$ cat src/rtl/line_render_scheduler.sv
// Per-scanline sequencer: sprite evaluation, background draw, sprite draw, with a one-cycle bus gap between phases.
// Optional macro PHASE_TIMEOUT_EN adds a per-phase watchdog and a sticky timeout_flag output.
module line_render_scheduler #(
  parameter int DISPLAY_HEIGHT    = 480,
  parameter int LINE_NUMBER_WIDTH = $clog2(DISPLAY_HEIGHT),
  parameter int TIMEOUT_CYCLES    = 1024,
  parameter int OVERRUN_CNT_WIDTH = 8
) (
  input  logic                         clk,
  input  logic                         rst_n,
  input  logic                         line_start,
  input  logic [LINE_NUMBER_WIDTH-1:0] line_number,
  output logic [LINE_NUMBER_WIDTH-1:0] target_line,
  output logic                         eval_enable,
  input  logic                         eval_done,
  output logic                         bg_enable,
  input  logic                         bg_done,
  output logic                         spr_enable,
  input  logic                         spr_done,
  output logic [1:0]                   bus_owner,
  output logic                         buffer_select,
  output logic                         line_ready,
  output logic                         busy,
  output logic [OVERRUN_CNT_WIDTH-1:0] overrun_count
`ifdef PHASE_TIMEOUT_EN
  ,
  output logic                         timeout_flag
`endif
);

  typedef enum logic [2:0] {
    ST_IDLE = 3'd0,
    ST_EVAL = 3'd1,
    ST_GAP1 = 3'd2,
    ST_BG   = 3'd3,
    ST_GAP2 = 3'd4,
    ST_SPR  = 3'd5,
    ST_GAP3 = 3'd6,
    ST_SWAP = 3'd7
  } state_t;

  localparam logic [OVERRUN_CNT_WIDTH-1:0] OVR_MAX = {OVERRUN_CNT_WIDTH{1'b1}};

  state_t                         state_r;
  logic [LINE_NUMBER_WIDTH-1:0]   target_r;
  logic                           eval_en_r;
  logic                           bg_en_r;
  logic                           spr_en_r;
  logic [1:0]                     owner_r;
  logic                           buf_sel_r;
  logic                           ready_r;
  logic                           busy_r;
  logic [OVERRUN_CNT_WIDTH-1:0]   ovr_cnt_r;
  logic                           pend_r;
  logic [LINE_NUMBER_WIDTH-1:0]   pend_line_r;

  logic                           start_s;
  logic [LINE_NUMBER_WIDTH-1:0]   src_line_s;
  logic                           in_phase_s;
  logic                           done_raw_s;
  logic                           phase_done_s;

  // Successor line with wrap at the bottom of the visible area.
  function automatic logic [LINE_NUMBER_WIDTH-1:0] next_line(input logic [LINE_NUMBER_WIDTH-1:0] src);
    logic [LINE_NUMBER_WIDTH:0] inc;
    inc = {1'b0, src} + {{LINE_NUMBER_WIDTH{1'b0}}, 1'b1};
    if (inc == (LINE_NUMBER_WIDTH+1)'(DISPLAY_HEIGHT)) begin
      return {LINE_NUMBER_WIDTH{1'b0}};
    end else begin
      return inc[LINE_NUMBER_WIDTH-1:0];
    end
  endfunction

  // Start source selection and per-phase done qualification.
  always_comb begin
    start_s    = line_start | pend_r;
    src_line_s = line_start ? line_number : pend_line_r;
    case (state_r)
      ST_EVAL: begin
        in_phase_s = 1'b1;
        done_raw_s = eval_done;
      end
      ST_BG: begin
        in_phase_s = 1'b1;
        done_raw_s = bg_done;
      end
      ST_SPR: begin
        in_phase_s = 1'b1;
        done_raw_s = spr_done;
      end
      default: begin
        in_phase_s = 1'b0;
        done_raw_s = 1'b0;
      end
    endcase
  end

`ifdef PHASE_TIMEOUT_EN
  localparam int TO_W = $clog2(TIMEOUT_CYCLES + 1);

  logic [TO_W-1:0] phase_cnt_r;
  logic            timeout_s;
  logic            timeout_flag_r;

  // Watchdog fires on the last allowed cycle of a phase that has not seen its done.
  always_comb begin
    if (in_phase_s && !done_raw_s && (phase_cnt_r == TO_W'(TIMEOUT_CYCLES - 1))) begin
      timeout_s = 1'b1;
    end else begin
      timeout_s = 1'b0;
    end
    phase_done_s = done_raw_s | timeout_s;
  end

  // Phase cycle counter, zero outside phases so every phase entry starts fresh; sticky flag.
  always_ff @(posedge clk or negedge rst_n) begin
    if (!rst_n) begin
      phase_cnt_r    <= {TO_W{1'b0}};
      timeout_flag_r <= 1'b0;
    end else begin
      if (in_phase_s && !phase_done_s) begin
        phase_cnt_r <= phase_cnt_r + {{(TO_W-1){1'b0}}, 1'b1};
      end else begin
        phase_cnt_r <= {TO_W{1'b0}};
      end
      if (timeout_s) begin
        timeout_flag_r <= 1'b1;
      end else begin
        timeout_flag_r <= timeout_flag_r;
      end
    end
  end

  assign timeout_flag = timeout_flag_r;
`else
  logic [31:0] timeout_unused_s;

  assign timeout_unused_s = 32'(TIMEOUT_CYCLES);

  // Without the watchdog a phase ends only on its own done.
  always_comb begin
    phase_done_s = done_raw_s;
  end
`endif

  // Phase sequencer; all outputs are registered alongside the state.
  always_ff @(posedge clk or negedge rst_n) begin
    if (!rst_n) begin
      state_r   <= ST_IDLE;
      target_r  <= {LINE_NUMBER_WIDTH{1'b0}};
      eval_en_r <= 1'b0;
      bg_en_r   <= 1'b0;
      spr_en_r  <= 1'b0;
      owner_r   <= 2'd0;
      buf_sel_r <= 1'b0;
      ready_r   <= 1'b0;
      busy_r    <= 1'b0;
    end else begin
      ready_r <= 1'b0;
      case (state_r)
        ST_IDLE: begin
          if (start_s) begin
            state_r   <= ST_EVAL;
            target_r  <= next_line(src_line_s);
            eval_en_r <= 1'b1;
            owner_r   <= 2'd1;
            busy_r    <= 1'b1;
          end
        end
        ST_EVAL: begin
          if (phase_done_s) begin
            state_r   <= ST_GAP1;
            eval_en_r <= 1'b0;
            owner_r   <= 2'd0;
          end
        end
        ST_GAP1: begin
          state_r <= ST_BG;
          bg_en_r <= 1'b1;
          owner_r <= 2'd2;
        end
        ST_BG: begin
          if (phase_done_s) begin
            state_r <= ST_GAP2;
            bg_en_r <= 1'b0;
            owner_r <= 2'd0;
          end
        end
        ST_GAP2: begin
          state_r  <= ST_SPR;
          spr_en_r <= 1'b1;
          owner_r  <= 2'd3;
        end
        ST_SPR: begin
          if (phase_done_s) begin
            state_r  <= ST_GAP3;
            spr_en_r <= 1'b0;
            owner_r  <= 2'd0;
          end
        end
        ST_GAP3: begin
          state_r   <= ST_SWAP;
          buf_sel_r <= ~buf_sel_r;
          ready_r   <= 1'b1;
        end
        ST_SWAP: begin
          state_r <= ST_IDLE;
          busy_r  <= 1'b0;
        end
        default: begin
          state_r   <= ST_IDLE;
          eval_en_r <= 1'b0;
          bg_en_r   <= 1'b0;
          spr_en_r  <= 1'b0;
          owner_r   <= 2'd0;
          busy_r    <= 1'b0;
        end
      endcase
    end
  end

  // One-deep queue for a start arriving mid-line; further starts are counted as overruns.
  always_ff @(posedge clk or negedge rst_n) begin
    if (!rst_n) begin
      pend_r      <= 1'b0;
      pend_line_r <= {LINE_NUMBER_WIDTH{1'b0}};
      ovr_cnt_r   <= {OVERRUN_CNT_WIDTH{1'b0}};
    end else if (state_r == ST_IDLE) begin
      pend_r <= 1'b0;
    end else if (line_start) begin
      if (!pend_r) begin
        pend_r      <= 1'b1;
        pend_line_r <= line_number;
      end else if (ovr_cnt_r != OVR_MAX) begin
        ovr_cnt_r <= ovr_cnt_r + {{(OVERRUN_CNT_WIDTH-1){1'b0}}, 1'b1};
      end
    end
  end

  assign target_line   = target_r;
  assign eval_enable   = eval_en_r;
  assign bg_enable     = bg_en_r;
  assign spr_enable    = spr_en_r;
  assign bus_owner     = owner_r;
  assign buffer_select = buf_sel_r;
  assign line_ready    = ready_r;
  assign busy          = busy_r;
  assign overrun_count = ovr_cnt_r;

endmodule

$ cat config.mk
export PLATFORM = sky130hd
export DESIGN_NAME = line_render_scheduler
export DESIGN_NICKNAME = d
export VERILOG_FILES = /design/src/rtl/line_render_scheduler.sv
export SDC_FILE = /design/constraint.sdc
export NUM_CORES = 1
export LEC_CHECK = 0
export CAP_MARGIN = 20
export CORE_MARGIN = 2
export CORE_UTILIZATION = 50
export DETAILED_ROUTE_END_ITERATION = 6
export PLACE_DENSITY = 0.78
export SYNTH_ARGS = -nofsm -noshare
export SYNTH_HDL_FRONTEND = slang
export SYNTH_SLANG_ARGS = --single-unit
export TNS_END_PERCENT = 100
$ cat constraint.sdc
create_clock -name clk -period 4.3 [get_ports clk]
set_clock_uncertainty 0.2 [all_clocks]
set_input_delay 0.86 -clock clk [delete_from_list [all_inputs] [get_ports clk]]
set_output_delay 0.86 -clock clk [all_outputs]
set_load 0.01 [all_outputs]
# ---- After elaboration in Yosys (flattened, before gate mapping)
# Cells that the tools add are included.
dict set report word_totals {
  reg_bits 38
  latch_bits 0
  ramBits 0
  mem_bits_ro 0
  input_bits 15
  output_inout_bits 25
  word_cells 69
  mem_count 0
}
dict set report op_classes {
  addsub 2
  multipliers 0
  div_mod_pow 0
  n_lt_le_gt_ge 0
  eq_ne 14
  shifts 0
  mux 20
  bitwise 4
  n_reduce_logical 17
}
# operator n
set ops {}
lappend ops {{3-bit one-hot mux with 8 select lines} 1}
lappend ops {{9-bit 2-to-1 mux} 2}
lappend ops {{3-bit == test, second input constant} 4}
lappend ops {{3-bit 2-to-1 mux} 4}
lappend ops {{9-bit by 1-bit adder with 10-bit output, second input constant} 1}
lappend ops {{10-bit by 9-bit == test with 1-bit output, second input constant} 1}
lappend ops {{2-bit nonzero test} 5}
lappend ops {{3-bit AND reduction} 3}
lappend ops {{8-bit by 1-bit adder with 8-bit output, second input constant} 1}
lappend ops {{2-bit inequality test, second input constant} 4}
lappend ops {{8-bit inequality test, second input constant} 1}
lappend ops {{1-bit one-hot mux with 2 select lines} 4}
lappend ops {{2-bit one-hot mux with 4 select lines} 1}
lappend ops {{2-bit AND reduction} 4}
lappend ops {{4-bit AND reduction} 2}
lappend ops {{3-bit by 2-bit == test with 1-bit output, second input constant} 2}
lappend ops {{1-bit 2-to-1 mux} 5}
lappend ops {{2-bit 2-to-1 mux} 2}
lappend ops {{4-bit nonzero test} 1}
lappend ops {{3-bit by 1-bit == test with 1-bit output, second input constant} 1}
lappend ops {{3-bit zero test} 1}
lappend ops {{1-bit NOT} 3}
lappend ops {{1-bit one-hot mux with 3 select lines} 1}
lappend ops {{3-bit OR reduction} 1}
lappend ops {{other kinds (2)} 2}

# ---- Longest topological paths before layout
dict set report depth {
  word_depth 4
  depth_mapped 11
  mapped_depth_nobuf 8
}

# ---- Worst setup path before layout
# No wires, ideal clock.
dict set report synth_timing {
  kind {input-to-reg}
  from {in line_start}
  to {reg target_r[8] (netlist: target_line[8])}
  setup_time_ps 121
  t_arrival_ps 2676
  t_required_ps 3979
  path_slack_ps 1303
  cell_stages 11
  cell_sequence {buf_6 > buf_6 > buf_4 > mux2_2 > ha_1 > inv_1 > a2111oi_4 > nand3b_1 > a211oi_2 > a31oi_1 > a22o_1}
}
dict set report synth_between {
  elab_chain_cells 4
  word_cells_on_any_way 6
  classes_between {1 x add/sub; 1 x eq/ne; 2 x mux; 1 x bitwise; 1 x reduce/logical}
}
# element line
set synth_rtl {}
lappend synth_rtl {{start: declaration} 11} ;# input logic line_start,
lappend synth_rtl {{9-bit 2-to-1 mux} 77} ;# src_line_s = line_start ? line_number : pend_line_r;
lappend synth_rtl {{9-bit by 1-bit adder with 10-bit output} 66} ;# inc = {1'b0, src} + {{LINE_NUMBER_WIDTH{1'b0}}, 1'b1};
lappend synth_rtl {{10-bit by 9-bit == test with 1-bit output} 67} ;# if (inc == (LINE_NUMBER_WIDTH+1)'(DISPLAY_HEIGHT)) begin
lappend synth_rtl {{9-bit 2-to-1 mux} 67}
lappend synth_rtl {{end signal: assignment} 150} ;# target_r <= {LINE_NUMBER_WIDTH{1'b0}};
lappend synth_rtl {{end signal: assignment} 164} ;# target_r <= next_line(src_line_s);
lappend synth_rtl {{end: declaration} 45} ;# logic [LINE_NUMBER_WIDTH-1:0] target_r;
# Several ways; a longest one is shown, not always the timed one.
# A chain may end at the register's enable or synchronous reset.

# ---- Final worst setup path
# Same ends and word-level chain as after synthesis.

==> impl_metrics.toml <==
[outcome]
status = "completed"

[timing]
fin_ws_ns = 0.7184
tightest_slew_ns = 0.8322
fin_setup_tns_ns = 0
period_minus_slack_ns = 3.582
period_share = 0.8329
setup_violations = 0
fmax_mhz = 279.2
slew_violations = 0
slew_headroom = 0.4452
rsz0062_at_grt = "false"
hold_violations = 0

[synth]
async_flop_share = 1.000
synthAdderAreaFrac = 0.01262
syn_nets = 202
ys_ff_latch = 38
synth.yosys.seq_area_share = 0.4795
synth.cell_area_um2 = 1983
muxShareOfSynthArea = 0.1066
synth_ff_type = "dfrtp_1"
synth_compound_area_frac = 0.1577
yosys.area.top_type = "dfrtp_1"
synthCells = 185
synth_edf_count = 0
yosys.area_share.simple = 0.1502
synthXorXnorAreaFrac = 0.06183
yosysTopAreaCellShare = 0.4795
yosysUniqueCellTypes = 46
yosys_warnings = 0
synth_top_family_by_area = "compound AO/OA/AOI/OAI gates"
yosys-top-cells-area = "dfrtp_1 (48%), mux2_2 (7.9%), nand2_1 (5.1%)"
syn_area_per_cell_um2 = 10.72

[pwr]
switching_share = 0.3741
p_int_mw = 1.051
vdd_drop_max_uv = 336.2
p_per_area_nw_per_um2 = 674.9
p_switching_uw = 628.1
p_clk_frac = 0.151
combPwrFrac = 0.438
p_seq_frac = 0.411
power.leakage_nw = 1.052

[route]
vias_per_cell = 5.752
postRouteAntennaNets = 0
dr_total_vias = 1576
drtPass1Iterations = 4
wl_per_cell_um = 15.71
routed_wl_mm = 4.305
drc = 0
drt_iter0_markers = 108

[floorplanning]
die_area_um2 = 4486
start_util = 0.5297
dieHeight_um = 66.98
die_w_um = 66.98
rows = 22
core_area_um2 = 3744
io_pins = 40

[critical_path]
end_kind = "flip-flop"
cp.required_ns = 4.28
start_kind = "primary input"
path_max_fanout = 19
arrival_ns = 3.56
critical_path_class = "primary input to flip-flop"

[grt]
track_usage = 0.2178
grt_pass1_wl_mm = 7.286
grt_max_degree = 39
overflow = 0
grt_pass1_vias = 1615
antenna_found_initial = 0

[place]
place_hpwl_mm = 3.174
pre_cts_slack_ns = 0.4321
gp_congestion = 0.8716
port-buffer-count = 39

[cells_and_area]
drive_gt1_frac = 0.1416
multiInputGateArea_um2 = 969.7
n_antenna_cell = 0
finalNetCount = 242
n_fill_cell = 304
register_area_um2 = 950.9
area_growth_syn_to_layout_pct = 25.43

[clocking]
clk_pin_slew_ns = 0.08
post_cts_buffers = 0
root_buffer = "clkbuf_8"
htreeDepth = 2
cts_tree = "yes"
insertion_delay_ns = 0.28
cts.repair.resized = 0
cts_buffers = 5
ctsHoldBuffers = 0
cts_buffer_depth = 2
cts_sinks = 38

[min_path]
min_path_type = "flip-flop to flip-flop"

[job]
drv_cap = 0
cell usage in the layout (no fill, tap or decap), types with 4 or more instances in the layout:
| cell type | netlist | final |
|---|---|---|
| nand3_1 | 5 | 5 |
| mux2_2 | 14 | 14 |
| a21oi_1 | 7 | 7 |
| a22o_1 | 5 | 5 |
| nand2_1 | 27 | 27 |
| clkbuf_8 | 0 | 6 |
| clkdlybuf4s50_1 | 0 | 38 |
| o21ai_0 | 10 | 10 |
| xnor2_1 | 8 | 8 |
| dfrtp_1 | 38 | 38 |
| mux2i_1 | 4 | 4 |
| xor2_1 | 6 | 6 |
| nor2_1 | 8 | 8 |
layout make-up:
| class | instances | share of cell area |
|---|---|---|
| Inverter | 3 | 0.004527 |
| Tap cell | 48 | 0.02414 |
| Clock buffer | 6 | 0.03320 |
| Timing Repair Buffer | 41 | 0.1610 |
| Multi-Input combinational cell | 136 | 0.3898 |
| Clock inverter | 2 | 0.005030 |
| Sequential cell | 38 | 0.3823 |
Yosys cell counts (all sizes together), types with 2 or more instances:
cell type and instances:
nor2 8, nand2b 3, a31oi 3, nand3 5
xor2 6, mux2 14, a22oi 2, o32ai 2
xnor2 8, a21oi 7, dfrtp 38, mux2i 5
buf 5, ha 2, and3 3, nand3b 4
nand4 2, clkbuf 3, nand2 27, a22o 5
a211oi 2, inv 3, o21ai 12
per-stage QoR:
| step | utilization | cell area (um2) | hold WS, ns | std cells | total power [mW] |
|---|---|---|---|---|---|
| CTS | 0.6644 | 2487 | 0.2725 | 274 | 1.693 |
| global route | 0.6644 | 2487 | 0.2967 | 274 | 1.807 |
| floorplan | - | 1983 | 0.2767 | 185 | 1.110 |
| detailed placement | 0.6390 | 2392 | 0.2626 | 266 | 1.433 |
| global placement | 0.6390 | 2392 | 0.2550 | 266 | 1.388 |
| finish | 0.6644 | 2487 | 0.2682 | 274 | 1.679 |
registers in the layout (all words and copies together) (netlist names):
signal / count
bg_enable: 1
buffer_select: 1
bus_owner: 2
busy: 1
eval_enable: 1
line_ready: 1
overrun_count: 8
pend_line_r: 9
pend_r: 1
spr_enable: 1
state_r: 3
target_line: 9
critical path: stages:
cell and delay [ns]:
clkdlybuf4s50_1 0.92, mux2_2 0.31, ha_1 0.20, inv_1 0.10, a211oi_1 0.23, nand3_1 0.16, xor2_1 0.33, a31oi_1 0.20
a22o_1 0.23
layer usage:
layer  up-vias  wire (um)  GRT usage
li1        748          -          -
met1       779       1904     0.2820
met2        43       2138     0.3625
met3         6        196    0.03716
met4         0         65    0.08418
met5         -          0          0
cells by family after synthesis:
kind of cell / count (synthesis)
simple gates: 59
mux: 19
buf+inv: 11
flops: 38
fa+ha+maj: 2
xor+xnor: 14
compound gates: 42
worst paths after layout:
path / slack, ns / end / startpoint / depth (start not counted)
setup / recovery: 0.72 / target_line[8] / line_start / 9
hold / removal: 0.27 / buffer_select / buffer_select / 1
setup reg to reg: 1.90 / target_line[8] / state_r[0] / 4
hold reg to reg: 0.27 / buffer_select / buffer_select / 1
max in group asynchronous: 2.90 / bus_owner[1] / rst_n / 1
min in group asynchronous: 0.47 / pend_line_r[4] / rst_n / 1
power by group through the flow:
stage | Clock (mW) | Sequential (mW) | Combinational, mW
floorplan | 0 | 0.683 | 0.427
global placement | 0 | 0.678 | 0.710
detailed placement | 0 | 0.695 | 0.738
CTS | 0.260 | 0.690 | 0.743
global route | 0.277 | 0.720 | 0.810
finish | 0.253 | 0.690 | 0.735
(Power assumes the default switching activity.)
